--- src/rtl/fejkon_pcie_pkg.sv ---
// Shared types for the fejkon PCIe non-posted request path.
`default_nettype none

package fejkon_pcie_pkg;

   localparam int NpTagCount = 32;

   typedef struct packed {
      logic [7:0]  tag;
      logic [15:0] rid;
      logic [6:0]  lower_addr;
   } np_ctx_t;

   typedef enum logic [0:0] {
      NP_IDLE  = 1'b0,
      NP_ISSUE = 1'b1
   } np_state_t;

endpackage

`default_nettype wire

--- src/rtl/fejkon_pcie_np_fifo.sv ---
// Synchronous show-ahead FIFO: dout is a register that always holds the current head entry.
`default_nettype none

module fejkon_pcie_np_fifo #(
   parameter int WIDTH = 32,
   parameter int DEPTH = 32
) (
   input  logic                     clk,
   input  logic                     reset,
   input  logic                     push,
   input  logic [WIDTH-1:0]         din,
   input  logic                     pop,
   output logic [WIDTH-1:0]         dout,
   output logic [$clog2(DEPTH):0]   count
);

   localparam int PtrW = $clog2(DEPTH);
   localparam logic [PtrW:0] CountOne  = (PtrW+1)'(1);
   localparam logic [PtrW:0] CountFull = (PtrW+1)'(DEPTH);

   logic [WIDTH-1:0] mem [DEPTH];
   logic [PtrW-1:0]  wr_ptr;
   logic [PtrW-1:0]  rd_ptr;
   logic [PtrW-1:0]  rd_next;
   logic             empty;
   logic             do_push;
   logic             do_pop;

   assign empty   = (count == '0);
   assign do_push = push & (count != CountFull);
   assign do_pop  = pop & ~empty;
   assign rd_next = rd_ptr + 1'b1;

   always_ff @(posedge clk) begin
      if (do_push) begin
         mem[wr_ptr] <= din;
      end
   end

   always_ff @(posedge clk) begin
      if (reset) begin
         wr_ptr <= '0;
         rd_ptr <= '0;
         count  <= '0;
         dout   <= '0;
      end else begin
         if (do_push) begin
            wr_ptr <= wr_ptr + 1'b1;
         end
         if (do_pop) begin
            rd_ptr <= rd_next;
         end
         case ({do_push, do_pop})
            2'b10:   count <= count + 1'b1;
            2'b01:   count <= count - 1'b1;
            default: count <= count;
         endcase
         // Head comes straight from din when the FIFO is (or is about to be) empty.
         if (empty || (do_pop && count == CountOne)) begin
            if (do_push) begin
               dout <= din;
            end
         end else if (do_pop) begin
            dout <= mem[rd_next];
         end
      end
   end

endmodule

`default_nettype wire

--- src/rtl/fejkon_pcie_np_ctrl.sv ---
// Non-posted read controller: issues BAR0 reads one at a time and pairs in-order data with saved context.
// Optional statistics counters are built when FEJKON_NP_CTRL_STATS_EN is defined.
`default_nettype none

module fejkon_pcie_np_ctrl
   import fejkon_pcie_pkg::*;
#(
   parameter int AddrWidth      = 12,
   parameter int MaxOutstanding = 31,
   parameter int MaskSlack      = 4
) (
   input  logic                 clk,
   input  logic                 reset,
   input  logic                 req_valid,
   output logic                 req_ready,
   input  logic [7:0]           req_tag,
   input  logic [15:0]          req_requester_id,
   input  logic [AddrWidth-1:0] req_addr,
   output logic [AddrWidth-1:0] avm_address,
   output logic                 avm_read,
   input  logic                 avm_waitrequest,
   input  logic [31:0]          avm_readdata,
   input  logic                 avm_readdatavalid,
   output logic                 cpl_valid,
   input  logic                 cpl_ready,
   output logic [7:0]           cpl_tag,
   output logic [15:0]          cpl_requester_id,
   output logic [6:0]           cpl_lower_addr,
   output logic [31:0]          cpl_data,
   output logic                 rx_st_mask,
   output logic [5:0]           outstanding,
   output logic                 err_spurious,
   output logic [31:0]          stat_reads,
   output logic [5:0]           stat_hwm
);

   localparam logic [5:0] OutLimit  = 6'(MaxOutstanding);
   localparam logic [5:0] MaskLevel = 6'(MaxOutstanding - MaskSlack);

   np_state_t            state;
   np_state_t            state_next;
   logic [AddrWidth-1:0] addr_q;
   logic [5:0]           issued_pending;
   logic [5:0]           data_count;
   np_ctx_t              ctx_in;
   np_ctx_t              ctx_head;
   logic                 can_accept;
   logic                 accept;
   logic                 issue_done;
   logic                 data_push;
   logic                 spurious;
   logic                 cpl_fire;

   assign can_accept = ~reset && (outstanding < OutLimit);
   assign accept     = req_valid & req_ready;
   assign issue_done = avm_read & ~avm_waitrequest;
   assign data_push  = avm_readdatavalid && (issued_pending != '0);
   assign spurious   = avm_readdatavalid && (issued_pending == '0);
   assign cpl_valid  = (data_count != '0);
   assign cpl_fire   = cpl_valid & cpl_ready;

   assign ctx_in.tag        = req_tag;
   assign ctx_in.rid        = req_requester_id;
   assign ctx_in.lower_addr = req_addr[6:0];

   assign avm_address       = addr_q;
   assign cpl_tag           = ctx_head.tag;
   assign cpl_requester_id  = ctx_head.rid;
   assign cpl_lower_addr    = ctx_head.lower_addr;

   always_ff @(posedge clk) begin
      if (reset) begin
         state <= NP_IDLE;
      end else begin
         state <= state_next;
      end
   end

   always_comb begin
      state_next = state;
      req_ready  = 1'b0;
      avm_read   = 1'b0;
      case (state)
         NP_IDLE: begin
            req_ready = can_accept;
            if (req_valid && can_accept) begin
               state_next = NP_ISSUE;
            end
         end
         NP_ISSUE: begin
            avm_read = 1'b1;
            if (!avm_waitrequest) begin
               state_next = NP_IDLE;
            end
         end
         default: state_next = NP_IDLE;
      endcase
   end

   always_ff @(posedge clk) begin
      if (reset) begin
         addr_q         <= '0;
         issued_pending <= '0;
         err_spurious   <= 1'b0;
         rx_st_mask     <= 1'b0;
      end else begin
         if (accept) begin
            addr_q <= req_addr;
         end
         // A read cannot return data in the cycle it is accepted, so both edges may net here.
         issued_pending <= issued_pending + {5'd0, issue_done} - {5'd0, data_push};
         if (spurious) begin
            err_spurious <= 1'b1;
         end
         rx_st_mask <= (outstanding >= MaskLevel);
      end
   end

   fejkon_pcie_np_fifo #(
      .WIDTH ($bits(np_ctx_t)),
      .DEPTH (NpTagCount)
   ) u_ctx_fifo (
      .clk   (clk),
      .reset (reset),
      .push  (accept),
      .din   (ctx_in),
      .pop   (cpl_fire),
      .dout  (ctx_head),
      .count (outstanding)
   );

   fejkon_pcie_np_fifo #(
      .WIDTH (32),
      .DEPTH (NpTagCount)
   ) u_data_fifo (
      .clk   (clk),
      .reset (reset),
      .push  (data_push),
      .din   (avm_readdata),
      .pop   (cpl_fire),
      .dout  (cpl_data),
      .count (data_count)
   );

`ifdef FEJKON_NP_CTRL_STATS_EN
   always_ff @(posedge clk) begin
      if (reset) begin
         stat_reads <= '0;
         stat_hwm   <= '0;
      end else begin
         if (cpl_fire) begin
            stat_reads <= stat_reads + 32'd1;
         end
         if (outstanding > stat_hwm) begin
            stat_hwm <= outstanding;
         end
      end
   end
`else
   assign stat_reads = '0;
   assign stat_hwm   = '0;
`endif

endmodule

`default_nettype wire

--- config.mk ---
export PLATFORM = sky130hd
export DESIGN_NAME = fejkon_pcie_np_ctrl
export DESIGN_NICKNAME = d
export VERILOG_FILES = /design/src/rtl/fejkon_pcie_pkg.sv /design/src/rtl/fejkon_pcie_np_fifo.sv /design/src/rtl/fejkon_pcie_np_ctrl.sv
export SDC_FILE = /design/constraint.sdc
export NUM_CORES = 2
export LEC_CHECK = 0
export BUFFER_PORTS_ARGS = -buffer_cell sky130_fd_sc_hd__buf_2
export CELL_PAD_IN_SITES_DETAIL_PLACEMENT = 1
export CELL_PAD_IN_SITES_GLOBAL_PLACEMENT = 2
export CORE_UTILIZATION = 35
export CTS_BUF_LIST = sky130_fd_sc_hd__clkbuf_16
export DETAILED_ROUTE_END_ITERATION = 7
export PLACE_DENSITY = 0.62
export SYNTH_ARGS = -nofsm -noshare
export SYNTH_HDL_FRONTEND = slang
export SYNTH_HIERARCHICAL = 1
export SYNTH_SLANG_ARGS = --single-unit
--- constraint.sdc ---
create_clock -name clk -period 5.2 [get_ports clk]
set_clock_uncertainty 0.05 [all_clocks]
set_input_delay 0.52 -clock clk [delete_from_list [all_inputs] [get_ports clk]]
set_output_delay 0.52 -clock clk [all_outputs]
set_load 0.05 [all_outputs]
==> flow_metrics.env <==
export IMPL_status="finished, final reports clean"
export IMPL_row_count=178
export IMPL_hold_class="primary input to flip-flop"
export IMPL_layout_nets=4335
export IMPL_async_reset_ff_share_pct=0
export IMPL_arrival_ps=4590
export IMPL_die_y_um=489
export IMPL_cts_sinks=2132
export IMPL_synthTopCellsByArea="edfxtp_1 73%, mux4_2 14%, dfxtp_1 2.8%"
export IMPL_final_area_um2=95900
export IMPL_grt_max_degree=77
export IMPL_start_util_pct=35.2
export IMPL_ys_seq_elements=2132
export IMPL_rr_endpoint="u_data_fifo/count[5]"
export IMPL_fmax_mhz=253
export IMPL_tightest_slew_ps=1210
export IMPL_numCtsBuffers=221
export IMPL_via_count=40200
export IMPL_slew_viol_final=0
export IMPL_synth_area_um2=82900
export IMPL_period_share_pct=76.1
export IMPL_grt_pass1_vias=42200
export IMPL_synthCells=3910
export IMPL_worstSetupPathType="flip-flop to flip-flop"
export IMPL_pre_cts_slack_ps=1200
export IMPL_gp_congestion=0.755
export IMPL_multi_input_area_um2=19300
export IMPL_crit_path_top_delay_cell="or4b_2"
export IMPL_synth_edff_count=2016
export IMPL_vias_per_cell=5.31
export IMPL_fill_cells=22200
export IMPL_postPlaceCellArea_um2=88600
export IMPL_synth_area_per_cell_um2=21.2
export IMPL_startpoint_type="flip-flop"
export IMPL_cts_setup_buffers=0
export IMPL_yosys_area_top_type="edfxtp_1"
export IMPL_core_area_um2=235000
export IMPL_antenna_violating_nets_post_route=0
export IMPL_relSlewSlack_pct=19.5
export IMPL_worst_r2r_setup_slack_ps=1240
export IMPL_htreeDepth=4
export IMPL_maxCapViolCount=0
export IMPL_insertion_delay_ps=880
export IMPL_drive_above_1_share_pct=29.9
export IMPL_dr_first_iter_drc_count=3330
export IMPL_crit_required_ps=5840
export IMPL_cts_resized=0
export IMPL_critical_path_max_fanout=8
export IMPL_setup_viol=0
export IMPL_die_area_um2=239000
export IMPL_p_per_area_nw_per_um2=446
export IMPL_area_growth_pct=15.7
export IMPL_synth_most_common_cell="edfxtp_1"
export IMPL_grt_pass1_wl_um=313000
export IMPL_reg2reg_from="u_data_fifo/count[1]"
export IMPL_dpl_cell_count=7154
export IMPL_synth_seq_area_share_pct=75.8
export IMPL_portBuffers=159
export IMPL_rsz0062_at_grt="no"
export IMPL_drtPass1Iterations=5
export IMPL_cts_tree="done"
export IMPL_wl_per_cell_um=28.9
export IMPL_p_total_mw=42.8
export IMPL_drt_total_wl_um=219000
export IMPL_track_usage_pct=18.3
export IMPL_peakVddDrop_mv=0.290
export IMPL_crit_start="u_data_fifo/count[1]"
export IMPL_r2r_worst_path_cells=12
export IMPL_hpwl_um=130000
export IMPL_cts_root_buf="clkbuf_16"
export IMPL_cpPeakStageDelay_ps=610
export IMPL_crit_end="u_data_fifo/count[5]"
export IMPL_yosysWarningCount=6
export IMPL_die_width_um=489
export IMPL_register_area_um2=62900
export IMPL_layout_setup_ws_ps=1240
export IMPL_clk_path_buf_depth=3
export IMPL_clk_pin_slew_worst_paths_ps=70
export IMPL_fin_cells=7584
export IMPL_cp_end_kind="flip-flop"
export IMPL_synth_distinct_cells=61
export IMPL_synth_common_cells="2016 x edfxtp_1, 504 x mux4_2, 150 x nand2_1"
export IMPL_finalSetupTns_ps=0
export IMPL_synthFlopType="edfxtp_1"
export IMPL_post_route_min_period_ps=3960
export IMPL_antenna_found_initial=9
export IMPL_overflow=0
export IMPL_pin_count=198
export IMPL_yosys_area_top_type_share_pct=73.0
export IMPL_cp_cell_sequence="inv_1 > ha_1 > or4b_1 > o21a_1 > buf_4 > inv_1 > ha_1 > or4b_2 > a21oi_1 > a21boi_0 > xnor2_1 > nor2_1"
export IMPL_p_leak_nw=29.6
export IMPL_finalHoldViolations=0
export IMPL_route_detailed_drc=0
[metrics by stage]
stage | hold WS (ps) | utilization, %
floorplan | 468 | -
global placement | 413 | 37.6
detailed placement | 402 | 37.6
CTS | 60.1 | 40.7
global route | 101 | 40.7
finish | 125 | 40.7
[report_power, final]
part           internal (mW)  switching [mW]  leakage [nW]
sequential              19.2           0.335          19.1
clock                   8.70            6.86          3.66
combinational           3.22            4.50          6.85
[state kept, by name, indices dropped and copies added, names as in the netlist]
name	count
u_ctx_fifo/dout	31
u_data_fifo/rd_ptr	5
state	1
u_data_fifo/wr_ptr	5
rx_st_mask	1
u_data_fifo/mem	1024
avm_address	12
issued_pending	6
err_spurious	1
u_data_fifo/count	6
u_ctx_fifo/wr_ptr	5
u_ctx_fifo/mem	992
u_data_fifo/dout	32
u_ctx_fifo/rd_ptr	5
u_ctx_fifo/count	6
[area by class of cell]
class,count,area share (%)
Multi-Input combinational cell,1526,20.2
Clock inverter,194,1.71
Clock buffer,223,5.82
Antenna cell,6,0.0157
Tap cell,3150,4.11
Timing Repair Buffer,325,2.54
Sequential cell,2132,65.5
Inverter,28,0.110
[routing by layer]
metal | GRT usage, % | vias up | wire (µm)
li1 | - | 16900 | -
met1 | 25.4 | 22100 | 96700
met2 | 30.0 | 1000 | 107000
met3 | 3.13 | 268 | 10900
met4 | 4.48 | 0 | 4450
met5 | 0 | - | 0
[worst min-delay path by stage]
stage | start | to | cells after the start
2_1_floorplan | u_data_fifo/count[1] | u_data_fifo/count[1] | 2
3_3_place_gp | err_spurious | err_spurious | 2
3_5_place_dp | err_spurious | err_spurious | 2
4_1_cts | reset | u_ctx_fifo/rd_ptr[0] | 3
5_1_grt | reset | u_ctx_fifo/rd_ptr[3] | 3
6_report | reset | u_ctx_fifo/count[5] | 3
[kinds of logic (layout without fill, tap and decap cells)]
logic type / Yosys count / after routing / share of synthesized area [%]
XOR/XNOR: 31 / 31 / 0.337
adder cells (fa/ha/maj): 27 / 27 / 0.417
AND/OR/NAND/NOR: 453 / 453 / 2.68
multiplexers: 715 / 715 / 16.4
AO/OA/AOI/OAI: 262 / 262 / 2.58
flip-flops: 2132 / 2132 / 75.8
buffers and inverters: 289 / 770 / 1.76
other: 1 / 44 / 0.00452
[cells in the final DEF (no fill, tap or decap), types with 46 or more instances in the layout]
cell and instances:
a211oi_1 66, a221o_1 63, a32oi_1 63, and2_1 66
buf_2 159, buf_4 129, clkbuf_16 223, clkinv_1 46
clkinv_2 48, dfxtp_1 114, edfxtp_1 2016, inv_1 69
mux2_2 71, mux2i_1 131, mux4_2 504, nand2_1 150
nor2_4 64
[critical path: cells and delay by family (launching register included)]
kind	cells	cell delay (ps)
xor gates and xnor gates	1	140
DFF	1	350
and+or+nand+nor	3	1220
buffers and inverters	3	550
AOI/OAI and AO/OA	3	900
adders and majority gates	2	580
[repair_timing]
action	4_1_cts	5_1_grt
hold buffers	7	0
endpoints found under the setup margin	0	0
endpoints found under the hold margin	7	0
(Power assumes the default switching activity.)
